<file path="src/rtl/inst_fetch_queue.sv">
// Fetch front end: PC generation, in-order imem requests and a small decode-side FIFO.
// Optional IFQ_BYPASS_EN forwards a response straight to decode when the queue is empty.
module inst_fetch_queue #(
  parameter int unsigned     DEPTH    = 4,
  parameter int unsigned     XLEN     = 32,
  parameter logic [XLEN-1:0] RESET_PC = '0
) (
  input  logic                       clk,
  input  logic                       reset_n,
  input  logic                       stall_fetch,
  input  logic                       stall_decode,
  input  logic                       redirect_valid,
  input  logic [XLEN-1:0]            redirect_pc,
  output logic                       imem_req_valid,
  output logic [XLEN-1:0]            imem_req_addr,
  input  logic                       imem_req_ready,
  input  logic                       imem_rsp_valid,
  input  logic [XLEN-1:0]            imem_rsp_data,
  output logic                       decode_valid,
  output logic [XLEN-1:0]            decode_inst,
  output logic [XLEN-1:0]            decode_pc,
  output logic [$clog2(DEPTH+1)-1:0] queue_count
);

  localparam int unsigned AW = $clog2(DEPTH);
  localparam int unsigned CW = $clog2(DEPTH + 1);

  logic [XLEN-1:0] pc_q, pc_d;
  logic [XLEN-1:0] fifo_inst_q [DEPTH];
  logic [XLEN-1:0] fifo_pc_q   [DEPTH];
  logic [XLEN-1:0] shadow_pc_q [DEPTH];
  logic [AW-1:0]   rd_ptr_q, rd_ptr_d, wr_ptr_q, wr_ptr_d;
  logic [AW-1:0]   sh_rd_q, sh_rd_d, sh_wr_q, sh_wr_d;
  logic [CW-1:0]   count_q, count_d, inflight_q, inflight_d, drop_cnt_q, drop_cnt_d;
  logic [CW:0]     occupancy;
  logic            req_fire, rsp_accept, rsp_drop;
  logic            fifo_push, fifo_pop, bypass, bypass_take;

  // Outstanding requests that will still land count against FIFO space.
  always_comb begin
    occupancy      = {1'b0, count_q} + {1'b0, inflight_q} - {1'b0, drop_cnt_q};
    imem_req_valid = !stall_fetch && !redirect_valid && (occupancy < (CW+1)'(DEPTH)) &&
                     (inflight_q < CW'(DEPTH));
    imem_req_addr  = pc_q;
    req_fire       = imem_req_valid && imem_req_ready;
    rsp_accept     = imem_rsp_valid && (inflight_q != '0);
    rsp_drop       = rsp_accept && (drop_cnt_q != '0);
`ifdef IFQ_BYPASS_EN
    bypass         = (count_q == '0) && (drop_cnt_q == '0) && !redirect_valid && rsp_accept;
`else
    bypass         = 1'b0;
`endif
    bypass_take    = bypass && !stall_decode;
    fifo_push      = rsp_accept && !rsp_drop && !redirect_valid && !bypass_take;
    fifo_pop       = (count_q != '0) && !stall_decode && !redirect_valid;
  end

  always_comb begin
    decode_valid = (count_q != '0) || bypass;
    decode_inst  = '0;
    decode_pc    = '0;
    if (count_q != '0) begin
      decode_inst = fifo_inst_q[rd_ptr_q];
      decode_pc   = fifo_pc_q[rd_ptr_q];
    end else if (bypass) begin
      decode_inst = imem_rsp_data;
      decode_pc   = shadow_pc_q[sh_rd_q];
    end
    queue_count = count_q;
  end

  always_comb begin
    pc_d       = pc_q;
    rd_ptr_d   = rd_ptr_q + AW'(fifo_pop);
    wr_ptr_d   = wr_ptr_q + AW'(fifo_push);
    count_d    = count_q + CW'(fifo_push) - CW'(fifo_pop);
    inflight_d = inflight_q + CW'(req_fire) - CW'(rsp_accept);
    drop_cnt_d = drop_cnt_q - CW'(rsp_drop);
    sh_wr_d    = sh_wr_q + AW'(req_fire);
    sh_rd_d    = sh_rd_q + AW'(rsp_accept);
    if (redirect_valid) begin
      // Everything still in flight after this edge belongs to the old stream.
      pc_d       = redirect_pc;
      rd_ptr_d   = '0;
      wr_ptr_d   = '0;
      count_d    = '0;
      drop_cnt_d = inflight_q - CW'(rsp_accept);
    end else if (req_fire) begin
      pc_d = pc_q + XLEN'(4);
    end
  end

  always_ff @(posedge clk or negedge reset_n) begin
    if (!reset_n) begin
      pc_q       <= RESET_PC;
      rd_ptr_q   <= '0;
      wr_ptr_q   <= '0;
      sh_rd_q    <= '0;
      sh_wr_q    <= '0;
      count_q    <= '0;
      inflight_q <= '0;
      drop_cnt_q <= '0;
    end else begin
      pc_q       <= pc_d;
      rd_ptr_q   <= rd_ptr_d;
      wr_ptr_q   <= wr_ptr_d;
      sh_rd_q    <= sh_rd_d;
      sh_wr_q    <= sh_wr_d;
      count_q    <= count_d;
      inflight_q <= inflight_d;
      drop_cnt_q <= drop_cnt_d;
    end
  end

  // Storage needs no reset: decode outputs are masked while the queue is empty.
  always_ff @(posedge clk) begin
    if (fifo_push) begin
      fifo_inst_q[wr_ptr_q] <= imem_rsp_data;
      fifo_pc_q[wr_ptr_q]   <= shadow_pc_q[sh_rd_q];
    end
    if (req_fire) begin
      shadow_pc_q[sh_wr_q] <= pc_q;
    end
  end

endmodule
</file>
<file path="config.mk">
export PLATFORM = sky130hd
export DESIGN_NAME = inst_fetch_queue
export DESIGN_NICKNAME = d
export VERILOG_FILES = /design/src/rtl/inst_fetch_queue.sv
export SDC_FILE = /design/constraint.sdc
export NUM_CORES = 1
export LEC_CHECK = 0
export ABC_AREA = 1
export CAP_MARGIN = 20
export CORE_ASPECT_RATIO = 0.7
export CORE_MARGIN = 2
export CORE_UTILIZATION = 63
export DETAILED_ROUTE_END_ITERATION = 7
export DONT_BUFFER_PORTS = 1
export GPL_TIMING_DRIVEN = 0
export HOLD_SLACK_MARGIN = 0.15
export PLACE_DENSITY = 0.79
export SETUP_SLACK_MARGIN = 0.05
export SYNTH_ARGS = -nofsm -noshare
export SYNTH_HDL_FRONTEND = slang
export SYNTH_SLANG_ARGS = --single-unit
export TNS_END_PERCENT = 5
</file>
<file path="constraint.sdc">
create_clock -name clk -period 6.35 [get_ports clk]
set_input_delay 1.905 -clock clk [delete_from_list [all_inputs] [get_ports clk]]
set_output_delay 1.905 -clock clk [all_outputs]
set_load 0.005 [all_outputs]
</file>
## After elaboration in Yosys (flattened, before gate mapping)

Memory sizes are Yosys's and may differ from the RTL's.
Index checks and enable logic that the tools add are counted.

| operators by class | value |
|---|---|
| order comparisons | 2 |
| mux-type cells | 12 |
| add/sub/neg operators | 13 |
| reductions and logical operators | 18 |

Operators with widths:

| kind | count |
|---|---|
| two-way mux 32 bit | 4 |
| adder 32 x 3 -> 32 bit, second input constant | 1 |
| subtractor 3 x 1 -> 3 bit | 4 |
| logical AND 1 bit | 10 |
| nonzero test 3 bit | 3 |
| adder 2 x 1 -> 2 bit | 4 |
| adder 3 x 1 -> 3 bit | 2 |
| two-way mux 3 bit | 2 |
| adder 3 x 3 -> 4 bit | 1 |
| logical NOT 1 bit | 4 |
| less-than comparator 4 x 3 -> 1 bit, second input constant | 1 |
| two-way mux 1 bit | 4 |
| two-way mux 2 bit | 2 |
| subtractor 4 x 3 -> 4 bit | 1 |
| less-than comparator 3 bit, second input constant | 1 |
| nonzero test 2 bit | 1 |

| storage, ports and cells | value |
|---|---|
| flip-flop bits (word level) | 49 |
| memory bits (writable) | 384 |
| input port bits | 71 |
| memories | 3 |

Memory list:

| name | depth | width | read ports | clocked after Yosys merged registers in | write ports | RTL line | text |
|---|---|---|---|---|---|---|---|
| fifo_inst_q | 4 | 32 | 1 | 0 | 1 | 29 | `logic [XLEN-1:0] fifo_inst_q [DEPTH];` |
| fifo_pc_q | 4 | 32 | 1 | 0 | 1 | 30 | `logic [XLEN-1:0] fifo_pc_q [DEPTH];` |
| shadow_pc_q | 4 | 32 | 1 | 0 | 1 | 31 | `logic [XLEN-1:0] shadow_pc_q [DEPTH];` |

## Depth between registers and ports, before layout

| depth | value |
|---|---|
| word-level depth | 9 |
| gate-level depth with buffers | 17 |

## Least setup slack after synthesis

OpenSTA, ideal clock, no wires.

| path | value |
|---|---|
| kind | in2reg |
| start point | input redirect_valid |
| end point | memory fifo_inst_q[0][0], enable pin |
| setup slack | -1.060 ns |
| required time | 5.785 ns |
| path buffers | 2 |
| cell stages on the path | 5 |
| data arrival time | 6.845 ns |
| cells stage by stage | buf_2 > inv_1 > buf_2 > nand3_1 > nor3_1 |

| between the ends | value |
|---|---|
| cells in the longest elaborated chain, start to end | 4 |

RTL lines:

| what | RTL line | text |
|---|---|---|
| start: declaration | 12 | `input logic redirect_valid,` |
| logical NOT 1 bit | 54 | `fifo_push = rsp_accept && !rsp_drop && !redirect_valid && !bypass_take;` |
| logical AND 1 bit | 54 |  |
| two-way mux 1 bit | 117 | `if (fifo_push) begin` |
| two-way mux 1 bit (not written as such) | 118 | `fifo_inst_q[wr_ptr_q] <= imem_rsp_data;` |
| end: declaration | 29 |  |

No other way between the ends.

## Worst setup path after layout

| path | value |
|---|---|
| start point | register rd_ptr_q[0] |
| end point | output decode_pc[18] |

| between the ends | value |
|---|---|
| cells in the longest elaborated chain, start to end | 2 |

RTL lines:

| what | RTL line | text |
|---|---|---|
| start: declaration | 32 | `logic [AW-1:0] rd_ptr_q, rd_ptr_d, wr_ptr_q, wr_ptr_d;` |
| start signal: assignment | 105 | `rd_ptr_q <= rd_ptr_d;` |
| memory (4 x 32 bit) | - |  |
| two-way mux 32 bit | 62 | `if (count_q != '0) begin` |
| end: declaration | 21 | `output logic [XLEN-1:0] decode_pc,` |

No other way between the ends.

==> qor.yml <==
cts:
  clkSinkCount: 433
  cts_hold_buffers: 0
  post_cts_buffers: 0
  numCtsBuffers: 40
  cts_tree: "done"
  clk_transition_reported_paths_ns: 0.07
  cts.htree.levels: 2
  cts_resized: 0
  cts_root_buf: "clkbuf_16"
  cts_buffer_depth: 3
  clk_latency_ns: 0.56
global_route:
  grt_use_total: 0.294
  antenna_found_initial: 0
  use_met3: 0.0813
  met1_usage: 0.413
  grt-ovfl-total: 0
  grt_max_degree: 50
  busiest_layer: "met2"
  grt_pass1_vias: 11600
  grt_pass1_wl_um: 65700
  grtUsageMet2: 0.453
place:
  placed_cells: 1940
  portBuffers: 0
  pre_cts_ws_ns: 1.52
  place_area_um2: 18800
  gp_congestion: 0.946
  place_hpwl_um: 29300
synth:
  synth_nets: 1622
  synth_edf_count: 384
  ys_ff_latch: 433
  ys.warnings.count: 0
  synth_cell_type_count: 30
  netlist_top_cells_area: "edfxtp_1, nor2_1, dfrtp_1, o21ai_0, nand2_1"
  post-synth-top-count-cell: "edfxtp_1"
  syn_area_per_cell_um2: 11.7
  synth-async-reset-ratio: 0.113
  syn-cell-area_um2: 17800
  yosysSeqAreaShare: 0.715
  synth_area_leader_cell: "edfxtp_1"
  synth_flop_cell: "edfxtp_1"
  syn_inst: 1531
  synth_common_cells: "edfxtp_1, nor2_1, o21ai_0, nand2_1, a21oi_1"
  synth.top_cell.area_share: 0.646
cells_and_area:
  instances_no_fill: 2013
  area_growth_syn_to_layout_pct: 12.4
  utilization: 0.721
  drive_gt1_frac: 0.0847
  nFillCells: 1801
  fin_area_um2: 20100
  final_nets: 1702
  diodes: 0
status:
  status: "completed"
sta:
  rsz0062_at_grt: "false"
  fmax_ghz: 0.217
  fin_skew_ns: 0.0340
  period_share: 0.727
  relSlewSlack: 0.330
  drv_slew: 0
  hold_viol_final: 0
  setup_slack_ns: 1.73
  setup_viol: 0
  finalCriticalPeriod_ns: 4.62
  worst_pin_slew_ns: 0.999
floorplan:
  start_util: 0.641
  rows: 51
  ios: 172
  dieWidth_um: 205
  core_area_um2: 27800
  die_y_um: 145
  dieArea_um2: 29700
worst_setup_path:
  critPathRequiredTime_ns: 4.45
  crit_path_max_fanout: 10
  cpMaxStageDelayCell: "clkbuf_1"
  worstSetupEndpointType: "primary output"
  slowest_delay_ns: 0.58
  crit_top_cell: "clkbuf_1"
  start_kind: "flop"
  crit_type: "flop to primary output"
  cp_cell_sequence: "inv_2 > clkbuf_1 > clkbuf_1 > o21ai_0 > a21oi_1"
  arrival_ns: 2.71
power_and_ir_drop:
  clkPwrFrac: 0.295
  p_sw_w: 0.00270
  p_int_w: 0.00535
  pwr-share-seq: 0.460
  combPwrFrac: 0.245
  switching_share: 0.336
  power_w: 0.00805
  power_leakage_nw: 7.16
  ir_drop_mv: 0.382
  power_density_nw_per_um2: 401
route:
  firstDrtPassIters: 5
  wl_um: 43600
  wl_per_cell_um: 21.7
  routed_via_density: 6.02
  drcViolationCount: 0
  vias: 12100
  initialDrtViolationCount: 1475
  ant_nets: 0
worst_hold_path:
  hold_path_class: "flop to flop"
run:
  maxCapViolations: 0
-- worst max-delay path: cells and delay by family, from the launching register on --
kind	cells	cell delay, ns
buffers and inverters	3	1.14
AOI/OAI and AO/OA	2	0.58
DFF	1	0.42
-- per-stage QoR --
stage / hold slack [ns] / TNS, ns
3_5_place_dp: 0.528 / 0
6_report: 0.537 / 0
2_1_floorplan: 0.483 / -271.21
3_3_place_gp: 0.496 / -1201.73
4_1_cts: 0.540 / 0
5_1_grt: 0.563 / 0
-- final timing paths --
path,from,endpoint,slack (ns),depth (start not counted)
worst max-delay path,rd_ptr_q[0],decode_pc[18],1.73,5
worst min-delay path,sh_rd_q[0],sh_rd_q[0],0.54,1
worst max register to register,queue_count[1],shadow_pc_q[3][4],2.80,13
worst min register to register,sh_rd_q[0],sh_rd_q[0],0.54,1
max in group asynchronous,reset_n,wr_ptr_q[0],5.16,0
min in group asynchronous,reset_n,imem_req_addr[28],1.03,0
-- registers in the layout (all words and copies together) (netlist names) --
name / count
fifo_pc_q: 128
shadow_pc_q: 128
wr_ptr_q: 2
drop_cnt_q: 3
queue_count: 3
imem_req_addr: 32
inflight_q: 3
sh_rd_q: 2
sh_wr_q: 2
rd_ptr_q: 2
fifo_inst_q: 128
-- layer usage --
| metal | up-vias | part of all wire |
|---|---|---|
| met1 | 5871 | 0.41 |
| met3 | 78 | 0.11 |
| met2 | 646 | 0.46 |
| li1 | 5532 | - |
| met5 | - | 0 |
| met4 | 0 | 0.022 |
-- cells in the final DEF, fill, tap and decap left out, types with 3 or more instances in the layout --
| cell | n |
|---|---|
| nand3b_1 | 4 |
| nor2_1 | 369 |
| buf_2 | 24 |
| nor3_2 | 8 |
| edfxtp_1 | 384 |
| buf_4 | 3 |
| nor3_1 | 6 |
| clkinv_2 | 11 |
| buf_1 | 14 |
| dfrtp_1 | 49 |
| nand2_1 | 161 |
| clkbuf_1 | 50 |
| ha_1 | 16 |
| xnor2_1 | 13 |
| o22ai_1 | 32 |
| inv_1 | 45 |
| xor2_1 | 14 |
| clkinv_1 | 6 |
| bufinv_16 | 3 |
| fa_1 | 4 |
| o21ai_0 | 198 |
| nand3_1 | 63 |
| buf_6 | 34 |
| o21ai_1 | 3 |
| buf_8 | 4 |
| a21oi_1 | 67 |
| clkbuf_16 | 42 |
-- logic make-up (layout without fill, tap and decap cells) --
group	Yosys count	after routing	share of synthesized area
simple gates	618	618	0.138
flops	433	433	0.715
compound gates	301	301	0.0868
buf+inv	130	241	0.0304
xor+xnor	27	27	0.0133
fa+ha+maj	20	20	0.0157
mux	2	2	0.00112
-- cell type report --
cell class / instances / area (µm²) / share of cell area
well taps: 371 / 464 / 0.0231
clock buffers: 52 / 1090 / 0.0542
plain buffers: 81 / 357 / 0.0178
clock inverters: 21 / 196 / 0.00979
inverters: 49 / 186 / 0.00929
multi-input cells: 968 / 4580 / 0.228
flip-flops and latches: 433 / 12800 / 0.636
repair buffers: 38 / 432 / 0.0215
-- power by group through the flow --
stage          Combinational [W]  Sequential (W)  Clock, W
2_1_floorplan            0.00128         0.00367         0
3_3_place_gp             0.00183         0.00376         0
3_5_place_dp             0.00193         0.00375         0
4_1_cts                  0.00196         0.00370   0.00239
5_1_grt                  0.00220         0.00372   0.00249
6_report                 0.00197         0.00370   0.00237
Power figures use the tool's default switching activity.
